===== src/rtl/bit_serial_adder_pkg.sv =====
// Shared definitions for the bit-serial adder.
//   state_t : FSM state encodings (IDLE, SHIFT, DONE; 2'd3 is unused/illegal)
//   clog2   : ceiling log2, used to size the bit counter
package bit_serial_adder_pkg;

    typedef enum logic [1:0] {
        IDLE  = 2'd0,
        SHIFT = 2'd1,
        DONE  = 2'd2
    } state_t;

    function automatic int clog2(input int value);
        int result;
        int v;
        result = 0;
        v = value - 1;
        while (v > 0) begin
            result = result + 1;
            v = v >> 1;
        end
        return result;
    endfunction

endpackage


===== src/rtl/fullAdder.sv =====
// Single-bit full-adder cell.
//   a, b, cin : input bits
//   sum       : a ^ b ^ cin
//   cout      : majority(a, b, cin)
module fullAdder (
    input  logic a,
    input  logic b,
    input  logic cin,
    output logic sum,
    output logic cout
);

    assign sum  = a ^ b ^ cin;
    assign cout = (a & b) | (a & cin) | (b & cin);

endmodule


===== src/rtl/bit_serial_adder.sv =====
// Multi-cycle WIDTH-bit adder: one bit per clock through a single fullAdder
// cell plus a carry flip-flop, with a start/done handshake.
//   clk   : system clock (rising edge)
//   rst   : asynchronous reset, active-high
//   start : request pulse, accepted only in IDLE
//   a, b  : operands, sampled on the accepting edge
//   cin   : carry-in, sampled on the accepting edge
//   busy  : high while bits are being processed
//   done  : one-cycle pulse when sum/cout are updated
//   sum   : registered (a+b+cin) mod 2^WIDTH, held until the next result
//   cout  : registered carry-out of the MSB
module bit_serial_adder
    import bit_serial_adder_pkg::*;
#(
    parameter int WIDTH = 8
) (
    input  logic             clk,
    input  logic             rst,
    input  logic             start,
    input  logic [WIDTH-1:0] a,
    input  logic [WIDTH-1:0] b,
    input  logic             cin,
    output logic             busy,
    output logic             done,
    output logic [WIDTH-1:0] sum,
    output logic             cout
);

    localparam int CW = (clog2(WIDTH) < 1) ? 1 : clog2(WIDTH);

    state_t           state;
    logic [WIDTH-1:0] opa;
    logic [WIDTH-1:0] opb;
    logic [WIDTH-1:0] sreg;
    logic [WIDTH-1:0] sreg_next;
    logic             carry_q;
    logic [CW-1:0]    cnt;
    logic             fa_sum;
    logic             fa_cout;

    fullAdder u_fa (
        .a    (opa[0]),
        .b    (opb[0]),
        .cin  (carry_q),
        .sum  (fa_sum),
        .cout (fa_cout)
    );

    // New sum bit enters at the MSB; after WIDTH shifts bit 0 holds the LSB.
    // Built with a shift plus bit overwrite so WIDTH=1 needs no special case.
    always_comb begin
        sreg_next            = sreg >> 1;
        sreg_next[WIDTH-1]   = fa_sum;
    end

    always_ff @(posedge clk or posedge rst) begin
        if (rst) begin
            state   <= IDLE;
            busy    <= 1'b0;
            done    <= 1'b0;
            sum     <= '0;
            cout    <= 1'b0;
            opa     <= '0;
            opb     <= '0;
            sreg    <= '0;
            carry_q <= 1'b0;
            cnt     <= '0;
        end else begin
            case (state)
                IDLE: begin
                    done <= 1'b0;
                    if (start) begin
                        opa     <= a;
                        opb     <= b;
                        carry_q <= cin;
                        cnt     <= '0;
                        busy    <= 1'b1;
                        state   <= SHIFT;
                    end
                end
                SHIFT: begin
                    opa     <= opa >> 1;
                    opb     <= opb >> 1;
                    sreg    <= sreg_next;
                    carry_q <= fa_cout;
                    cnt     <= cnt + CW'(1);
                    if (cnt == CW'(WIDTH - 1)) begin
                        sum   <= sreg_next;
                        cout  <= fa_cout;
                        busy  <= 1'b0;
                        done  <= 1'b1;
                        state <= DONE;
                    end
                end
                DONE: begin
                    done  <= 1'b0;
                    state <= IDLE;
                end
                default: begin
                    busy  <= 1'b0;
                    done  <= 1'b0;
                    state <= IDLE;
                end
            endcase
        end
    end

endmodule


===== config.mk =====
export PLATFORM = sky130hd
export DESIGN_NAME = bit_serial_adder
export DESIGN_NICKNAME = d
export VERILOG_FILES = /design/src/rtl/bit_serial_adder_pkg.sv /design/src/rtl/fullAdder.sv /design/src/rtl/bit_serial_adder.sv
export SDC_FILE = /design/constraint.sdc
export NUM_CORES = 1
export LEC_CHECK = 0
export BUFFER_PORTS_ARGS = -buffer_cell sky130_fd_sc_hd__buf_2
export CORE_AREA = 4 4 63 65
export CTS_CLUSTER_SIZE = 14
export DETAILED_ROUTE_END_ITERATION = 12
export DIE_AREA = 0 0 67 69
export PLACE_DENSITY = 0.76
export SLEW_MARGIN = 20
export SYNTH_ARGS = -nofsm -noshare
export SYNTH_HDL_FRONTEND = slang
export SYNTH_SLANG_ARGS = --single-unit
export TNS_END_PERCENT = 30

===== constraint.sdc =====
create_clock -name clk -period 3.9 [get_ports clk]
set_clock_uncertainty 0.05 [all_clocks]
set_input_delay 0.585 -clock clk [delete_from_list [all_inputs] [get_ports clk]]
set_output_delay 0.585 -clock clk [all_outputs]
set_load 0.005 [all_outputs]

==> results.ini <==
[status]
status=finished, final reports clean

[yosys]
yosys_warnings=0
ys_seq_area_frac=0.548
synth-seq-cells=40
avgSynthCellArea_sq_um=11.0
synth_top_area_cell=dfrtp_1
yosysTopAreaCellShare=0.548
syn_area_sq_um=1830
ys_top_cells_by_area=dfrtp_1, mux2_4, nand2_1
synth_cells=166
yosysUniqueCellTypes=30
syn_nets=189

[sta]
max_freq_ghz=0.524
whs_ns=0.288
finalCritPeriodShare=0.489
finalCriticalPeriod_ns=1.91
hold_viol_final=0
relSlewSlack=0.512
slew_violations=0
rsz0062_at_grt=no
tns_ns=0
worst_pin_slew_ns=0.733
finalSetupViolations=0

[die]
ios=31
die-height_um=69
floorplan.initialDensity=0.548
die_x_um=67
rows=21
dieArea_sq_um=4620
core_area_sq_um=3340

[setup_path]
critPathKind=reg -> reg
worstPathMaxFanout=24
endpoint_kind=flip-flop
crit_path_start_kind=flip-flop
reg2reg_setup_slack_ns=1.99
rr_startpoint=state[1]$_DFFE_PP0P_
crit_arrival_ns=2.10
reg2reg_to=sum[6]$_DFFE_PP0P_
required_ns=4.09
r2r_cells=3

[power]
power_density_nw_per_um2=765
ir_drop_mv=0.361
total_power_mw=1.57
p_leak_nw=1.01

[layout]
regArea_sq_um=1000
syn_to_final_growth_pct=12.3
insertedDiodeCount=0
multi_input_area_sq_um=741
fill_cells=305
final_common_cell=dfrtp_1
fin_nets=217
drive_gt1_frac=0.263
final_util=0.615
final_cell_mix=dfrtp_1, buf_2, nand2_1, a21oi_1

[detailed_routing]
num_vias=1265
initialDrtViolationCount=43
route.detailed.drc=0
final_antenna_net_count=0
routed_via_density=5.27
drtPass1Iterations=4
drt-total-wl_um=3440
wire_per_inst_um=14.3

[grt]
antenna_found_initial=0
grt_pass1_vias=1346
grt_start_max_net_pins=41
grt_util_all_layers=0.170
grt_pass1_wl_um=6050
gr-total-overflow=0

[placement]
gp_congestion=0.793
dp_hpwl_um=2440
numPortBuffers=30

[hold_path]
hold_path.class=in -> async

[clock_tree]
cts_setup_buffers=0
cts_made_buffers=5
root_buffer=clkbuf_4
cts_sinks=40
clock_latency_ns=0.35
htreeDepth=2
tritoncts=built
clk_path_buf_depth=2
post_cts_resized=0
cts_hold_buf=0
clk_pin_slew_ns=0.11

[job]
cap_violations=0

==> registers in the layout, summed over array words and instances (netlist names) <==
signal / flops
opa: 8
cout: 1
busy: 1
cnt: 3
opb: 8
carry_q: 1
sreg: 7
sum: 8
done: 1
state: 2
==> cell type report <==
type,count,area share
Sequential cell,40,0.488
Timing Repair Buffer,31,0.0768
Inverter,8,0.0146
Clock buffer,7,0.0317
Tap cell,46,0.0280
Multi-Input combinational cell,108,0.361
==> cells by family (layout without fill, tap and decap cells) <==
| family | count (synthesis) | in the layout | synth area share |
|---|---|---|---|
| muxes | 10 | 10 | 0.0794 |
| DFF | 40 | 40 | 0.548 |
| AOI/OAI and AO/OA | 32 | 32 | 0.120 |
| and+or+nand+nor | 63 | 63 | 0.181 |
| buffers and inverters | 18 | 46 | 0.0472 |
| adders and majority gates | 3 | 3 | 0.0246 |
==> where the power goes <==
part           leakage, nW  switching (mW)  total, mW  internal (mW)
Clock               0.0374           0.126      0.228          0.102
Combinational        0.489           0.271      0.580          0.309
Sequential           0.485           0.156      0.763          0.607
Total                 1.01           0.553       1.57           1.02
==> worst max-delay path by stage <==
stage	start	to	slack, ns	depth (start not counted)
after global routing	state[0]$_DFFE_PP0P_	sum[6]$_DFFE_PP0P_	1.90	3
after detailed placement	state[0]$_DFFE_PP0P_	cout$_DFFE_PP0P_	1.71	3
after floorplan	rst	busy$_DFFE_PP0P_	2.35	1
after CTS	state[0]$_DFFE_PP0P_	sum[6]$_DFFE_PP0P_	1.69	3
final	state[1]$_DFFE_PP0P_	sum[6]$_DFFE_PP0P_	1.99	3
after global placement	state[0]$_DFFE_PP0P_	cout$_DFFE_PP0P_	1.79	3
==> Yosys cell counts <==
cell      count
dfrtp_1      40
nand2_1      25
a21oi_1      11
mux2_4        9
nor2_1        9
nor3_1        9
nor3b_1       9
inv_1         8
buf_2         6
nand2b_1      6
o21ai_0       5
o22a_1        5
o32ai_1       3
a22o_1        2
clkbuf_1      2
ha_1          2
o21ai_1       2
a211oi_1      1
and2b_1       1
buf_4         1
buf_6         1
fa_1          1
mux2i_1       1
nand2_8       1
nor2b_1       1
nor4b_1       1
o21ba_2       1
o21bai_4      1
o22ai_1       1
or4b_1        1
==> worst max-delay path, stage by stage, from the launching register on <==
cell     delay (ns)
dfrtp_1        0.83
and2b_1        0.41
nand2_8        0.19
mux2_4         0.31
==> through the flow <==
| stage | instances | area (sq um) | setup slack (ns) |
|---|---|---|---|
| 6_report | 240 | 2050 | 1.99 |
| 5_1_grt | 240 | 2050 | 1.90 |
| 4_1_cts | 240 | 2050 | 1.69 |
| 3_5_place_dp | 233 | 1990 | 1.71 |
| 3_3_place_gp | 233 | 1990 | 1.79 |
| 2_1_floorplan | 166 | 1830 | 2.35 |
==> routing by layer <==
| metal | routed length (um) | part of all wire | GRT usage |
|---|---|---|---|
| met5 | 0 | 0 | 0 |
| met4 | 53 | 0.015 | 0.0563 |
| met3 | 185 | 0.054 | 0.0666 |
| met2 | 1650 | 0.48 | 0.264 |
| met1 | 1550 | 0.45 | 0.214 |
No activity file was read; power rests on OpenSTA's default activity.
